===== src/rtl/operand_unit_arbiter.sv =====
// Round-robin arbiter sharing one source_operand unit between two requesters.
// Operands are registered on grant, the result is captured after one EXEC cycle and held until acked.
//
// state | meaning
// IDLE  | no operation in flight; winner gets ready combinationally
// EXEC  | held operands drive the shared unit; su_n captured at end of cycle
// RESP  | result presented to the granted requester until its ack
module operand_unit_arbiter #(
    parameter int DATA_W = 32,
    parameter int IMM_W  = 22,
    parameter int IS_W   = 4
) (
    input  logic              clk,
    input  logic              rst_n,
    input  logic              req0_valid,
    output logic              req0_ready,
    input  logic [DATA_W-1:0] req0_r,
    input  logic [IMM_W-1:0]  req0_imm,
    input  logic [IS_W-1:0]   req0_is,
    output logic              resp0_valid,
    input  logic              resp0_ack,
    output logic [DATA_W-1:0] resp0_n,
    input  logic              req1_valid,
    output logic              req1_ready,
    input  logic [DATA_W-1:0] req1_r,
    input  logic [IMM_W-1:0]  req1_imm,
    input  logic [IS_W-1:0]   req1_is,
    output logic              resp1_valid,
    input  logic              resp1_ack,
    output logic [DATA_W-1:0] resp1_n,
    output logic [DATA_W-1:0] su_r,
    output logic [IMM_W-1:0]  su_imm,
    output logic [IS_W-1:0]   su_is,
    input  logic [DATA_W-1:0] su_n,
    output logic              busy,
    output logic              grant_id
);

    typedef enum logic [1:0] {
        IDLE = 2'd0,
        EXEC = 2'd1,
        RESP = 2'd2
    } state_t;

    state_t state, state_nx;
    logic   ptr;
    logic   win0, win1;
    logic   acc0, acc1;
    logic   owner_ack;

    // ptr names the requester preferred when both are valid
    assign win0      = req0_valid && (!req1_valid || !ptr);
    assign win1      = req1_valid && (!req0_valid || ptr);
    assign acc0      = req0_valid && req0_ready;
    assign acc1      = req1_valid && req1_ready;
    assign owner_ack = grant_id ? resp1_ack : resp0_ack;

    always_ff @(posedge clk or negedge rst_n) begin
        if (!rst_n) begin
            state <= IDLE;
        end else begin
            state <= state_nx;
        end
    end

    always_comb begin
        state_nx = state;
        case (state)
            IDLE:    if (acc0 || acc1) state_nx = EXEC;
            EXEC:    state_nx = RESP;
            RESP:    if (owner_ack) state_nx = IDLE;
            default: state_nx = IDLE;
        endcase
    end

    always_comb begin
        req0_ready  = (state == IDLE) && win0;
        req1_ready  = (state == IDLE) && win1;
        busy        = (state != IDLE);
        resp0_valid = (state == RESP) && !grant_id;
        resp1_valid = (state == RESP) && grant_id;
    end

    always_ff @(posedge clk or negedge rst_n) begin
        if (!rst_n) begin
            ptr      <= 1'b0;
            grant_id <= 1'b0;
            su_r     <= '0;
            su_imm   <= '0;
            su_is    <= '0;
            resp0_n  <= '0;
            resp1_n  <= '0;
        end else begin
            if (state == IDLE && (acc0 || acc1)) begin
                grant_id <= acc1;
                ptr      <= acc0;
                su_r     <= acc1 ? req1_r   : req0_r;
                su_imm   <= acc1 ? req1_imm : req0_imm;
                su_is    <= acc1 ? req1_is  : req0_is;
            end
            // Only the owner's result register moves; the other keeps its last value
            if (state == EXEC) begin
                if (grant_id) begin
                    resp1_n <= su_n;
                end else begin
                    resp0_n <= su_n;
                end
            end
        end
    end

endmodule


===== config.mk =====
export PLATFORM = sky130hd
export DESIGN_NAME = operand_unit_arbiter
export DESIGN_NICKNAME = d
export VERILOG_FILES = /design/src/rtl/operand_unit_arbiter.sv
export SDC_FILE = /design/constraint.sdc
export NUM_CORES = 1
export LEC_CHECK = 0
export ABC_AREA = 0
export CORE_UTILIZATION = 44
export CTS_CLUSTER_SIZE = 25
export DETAILED_ROUTE_END_ITERATION = 8
export PLACE_DENSITY_LB_ADDON = 0.3
export REMOVE_ABC_BUFFERS = 1
export SLEW_MARGIN = 20
export SYNTH_ARGS = -nofsm -noshare
export SYNTH_HDL_FRONTEND = slang
export SYNTH_SLANG_ARGS = --single-unit

===== constraint.sdc =====
create_clock -name clk -period 2.7 [get_ports clk]
set_clock_uncertainty 0.05 [all_clocks]
set_input_delay 0.405 -clock clk [delete_from_list [all_inputs] [get_ports clk]]
set_output_delay 0.405 -clock clk [all_outputs]
set_load 0.02 [all_outputs]

=== Yosys cells after proc, flatten, opt, wreduce, memory -nomap -nowiden ===
Index checks and enable logic that the tools add are counted.

* Register bits after elaboration: 126

* Eq/ne operators: 4
* Muxes and demuxes: 7
* Bitwise gates (word level): 1
* Reduce and logical (&&, ||, !) cells: 21

{| class="wikitable"
|+ Operator list
! cell !! count
|-
| 2-to-1 mux 32 bit || 1
|-
| 2-to-1 mux 22 bit || 1
|-
| logical AND 1 bit || 9
|-
| case mux 2 bit (3 select lines) || 1
|-
| AND reduction 2 bit || 3
|-
| logical NOT 1 bit || 4
|-
| 2-to-1 mux 2 bit || 2
|-
| 2-to-1 mux 4 bit || 1
|-
| inequality test 2 bit (second input constant) || 2
|-
| logical OR 1 bit || 3
|-
| == test 2 x 1 -> 1 bit (second input constant) || 1
|-
| == test 2 bit (second input constant) || 1
|-
| logical NOT 2 bit || 1
|-
| nonzero test 2 bit || 1
|-
| 2-to-1 mux 1 bit || 1
|-
| NOT 1 bit || 1
|}

=== Depth between registers and ports, before layout ===
Gate-level depths: netlist of run 1.

* Depth after elaboration: 8
* Gate-level depth with buffers: 6
* Mapped depth without buffers: 4

=== Worst setup path before layout of run 1 ===
No wires, ideal clock.

* Path kind: reg-to-output
* From: register state[0]
* To: output port req0_ready
* Data arrival time: 1286 ps
* Required time: 2245 ps
* Path slack: 959 ps
* Cell stages (with the launch flop): 5
* Buffers on the path: 1
* Path through: dfrtp_1 > nor2_4 > clkbuf_1 > nand2_1 > a21oi_1

* Word-level cells in the longest chain between the ends: 2

{| class="wikitable"
|+ RTL lines
! item !! RTL line !! source
|-
| start, declared || 45 || <nowiki>state_t state, state_nx;</nowiki>
|-
| start signal, assigned || 62 || <nowiki>state <= state_nx;</nowiki>
|-
| logical NOT 2 bit || 77 || <nowiki>req0_ready = (state == IDLE) && win0;</nowiki>
|-
| logical AND 1 bit || 77 ||
|-
| end, declared || 16 || <nowiki>output logic req0_ready,</nowiki>
|}

Every way passes these cells.

=== Worst setup path in the final report of run 1 ===
* From: register state[1]
* To: output port req0_ready

Same word-level chain as after synthesis.

==> results.sh, run 1 <==
export IMPL_status="completed"
export IMPL_via_per_inst=5.69
export IMPL_synth_main_ff_cell="dfrtp_1"
export IMPL_start_kind="register"
export IMPL_track_usage=0.260
export IMPL_drtIter0Drc=395
export IMPL_synth_async_reset_ratio=1.00
export IMPL_gp_congestion=0.773
export IMPL_path_max_fanout=10
export IMPL_postSynthAreaPerCell_um2=13.2
export IMPL_synth_warnings=0
export IMPL_cts_setup_buffers=0
export IMPL_grt_first_pass_wirelength_um=26600
export IMPL_antenna_found_initial=1
export IMPL_worstSkewPairLatency_ns=0.40
export IMPL_floorplan_core_area_um2=12700
export IMPL_power_w=0.0120
export IMPL_grt_max_degree=59
export IMPL_synth_cells=436
export IMPL_seq_area_frac_synth=0.546
export IMPL_yosysTopAreaCell="dfrtp_1"
export IMPL_synth_area_um2=5770
export IMPL_setup_worst_path_class="reg2out"
export IMPL_die_w_um=117
export IMPL_switching_share=0.375
export IMPL_hold_viol=0
export IMPL_setup_viol=0
export IMPL_power_density_nw_per_um2=1280
export IMPL_drt_pass1_iterations=5
export IMPL_ys_top_cells_by_area="dfrtp_1 (55%), a221o_1 (10%), and4_1 (8.8%)"
export IMPL_p_switching_w=0.00449
export IMPL_clockBufferDepth=2
export IMPL_die_y_um=117
export IMPL_n_fill_cell=876
export IMPL_peakVddDrop_uv=946
export IMPL_grt_pass1_vias=5047
export IMPL_drive_above_1_share=0.108
export IMPL_hpwl_um=12100
export IMPL_p_int_w=0.00747
export IMPL_synth_cell_types=26
export IMPL_wirelength_um=18100
export IMPL_fin_crit_ns=2.57
export IMPL_antenna_cells=0
export IMPL_clk_pin_slew_worst_paths_ns=0.06
export IMPL_clkPwrFrac=0.198
export IMPL_layout_nets=854
export IMPL_cts_sinks=126
export IMPL_netlist_area_leader_share=0.546
export IMPL_endpoint_kind="output pin"
export IMPL_detail_route_wl_per_cell_um=20.4
export IMPL_hold_class="reg2reg"
export IMPL_route_detailed_drc=0
export IMPL_worst_slew_pin_slew_ns=0.662
export IMPL_synthToLayoutAreaGrowth_pct=61.4
export IMPL_port_buffer_count=281
export IMPL_io_pins=282
export IMPL_rows=41
export IMPL_yosysMostFrequentCell="dfrtp_1"
export IMPL_cts_buffers=17
export IMPL_dieArea_um2=13600
export IMPL_period_share=0.954
export IMPL_tns_ns=0
export IMPL_gr_total_overflow=0
export IMPL_cp_required_ns=2.25
export IMPL_ant_nets=0
export IMPL_synth_seq_cells=126
export IMPL_multi_input_area_um2=2380
export IMPL_area_sequential_um2=3150
export IMPL_maxSlewHeadroom=0.559
export IMPL_synth_edf_count=0
export IMPL_cap_violations=0
export IMPL_slew_violations=0
export IMPL_p_leak_nw=3.75
export IMPL_initial_utilization=0.454
export IMPL_cts_tree="done"
export IMPL_num_vias=5032
export IMPL_cts_root_buffer="clkbuf_16"
export IMPL_maxClockFrequency_mhz=388
export IMPL_htreeDepth=4
export IMPL_arrival_ns=2.12
export IMPL_rsz0062_at_grt="no"
export IMPL_power_frac_comb=0.511
export IMPL_synth_commonest_cells="dfrtp_1 (126), a221o_1 (58), and4_1 (58), nor3b_1 (58), mux2_1 (39)"
export IMPL_p_seq_frac=0.291
-- registers in the layout (all words and copies together), names as in the netlist --
register,cells
grant_id,1
ptr,1
resp0_n,32
resp1_n,32
state,2
su_imm,22
su_is,4
su_r,32
-- layout make-up --
cell class / count / area share
tap: 172 / 0.0231
clock buffer: 21 / 0.0484
inverter: 4 / 0.00161
sequential: 126 / 0.339
clock inverter: 11 / 0.0177
multi-input combinational: 257 / 0.256
timing repair buffer: 294 / 0.315
-- final timing paths --
path                                   from     endpoint  slack, ns  depth (start not counted)
min in group asynchronous             rst_n  resp0_n[18]       0.52                          2
max in group asynchronous             rst_n   resp0_n[3]       1.24                          3
worst min-delay path            resp0_n[20]  resp0_n[20]       0.44                          1
worst max-delay path               state[1]   req0_ready       0.13                          4
worst max register to register     state[1]      su_r[1]       0.77                          4
worst min register to register  resp0_n[20]  resp0_n[20]       0.44                          1
-- per-layer routing --
layer,part of all wire,up-vias,track usage,routed length (µm)
met5,0.00072,-,0,13
met4,0.028,2,0.101,511
met3,0.088,36,0.0913,1590
met2,0.50,264,0.444,9010
met1,0.38,2495,0.300,6960
li1,-,2235,-,-
-- power groups by stage --
stage	clock network, W	registers [W]	logic (W)
4_1_cts	0.00241	0.00348	0.00614
3_5_place_dp	0	0.00347	0.00612
3_3_place_gp	0	0.00342	0.00599
5_1_grt	0.00250	0.00360	0.00646
2_1_floorplan	0	0.00457	0.00194
6_report	0.00236	0.00348	0.00611
-- cells by family after synthesis --
logic type      synth area share
compound gates             0.107
mux                        0.127
buf+inv                   0.0440
flops                      0.546
simple gates               0.176
-- metrics by stage --
step / setup slack (ns) / util / instance area (µm²) / hold slack [ns] / instances
6_report: 0.125 / 0.732 / 9310 / 0.438 / 885
3_5_place_dp: 0.302 / 0.682 / 8680 / 0.428 / 851
4_1_cts: 0.0322 / 0.732 / 9310 / 0.432 / 884
3_3_place_gp: 0.354 / 0.682 / 8680 / 0.416 / 851
2_1_floorplan: 0.103 / - / 5530 / 0.0594 / 386
5_1_grt: 0.0455 / 0.732 / 9310 / 0.463 / 885
-- critical path, cell delays in order (launching register included) --
cell and delay, ns:
dfrtp_1 0.47, nor2_4 0.37, nand2_1 0.13, a21oi_1 0.13
clkdlybuf4s50_1 0.62
-- repair_timing --
| action | CTS | global route |
|---|---|---|
| endpoints found under the hold margin | 3 | 0 |
| gates resized for setup | 0 | 0 |
| hold buffers | 1 | 0 |
| endpoints found under the setup margin | 0 | 1 |
-- layout by cell type (no fill, tap or decap), types with 2 or more instances in the layout --
cell type / netlist / routed
a21oi_1: 2 / 2
buf_12: 0 / 2
nor2_4: 1 / 2
nor2_2: 1 / 2
mux2_1: 39 / 39
inv_1: 3 / 3
bufinv_16: 0 / 4
buf_4: 3 / 11
clkdlybuf4s50_1: 0 / 279
dfrtp_1: 126 / 126
clkbuf_16: 0 / 17
mux2_2: 26 / 26
clkinv_2: 0 / 4
nor2_1: 3 / 2
and4_1: 58 / 58
nand2b_1: 2 / 2
nor3b_1: 58 / 58
clkbuf_1: 29 / 3
clkinv_4: 0 / 2
a221o_1: 58 / 58
No activity file was read; power rests on OpenSTA's default activity.
==> run 2, diff against run 1 <==
- CTS_CLUSTER_DIAMETER: unset -> 30
- TNS_END_PERCENT: unset -> 10
==> results of run 2 <==
The final DEF is identical to that of run 1; final timing and power are the same.
==> run 3, diff against run 2 <==
- SLEW_MARGIN: 20 -> unset
==> results of run 3 <==
The final DEF is identical to that of run 1; final timing and power are the same.
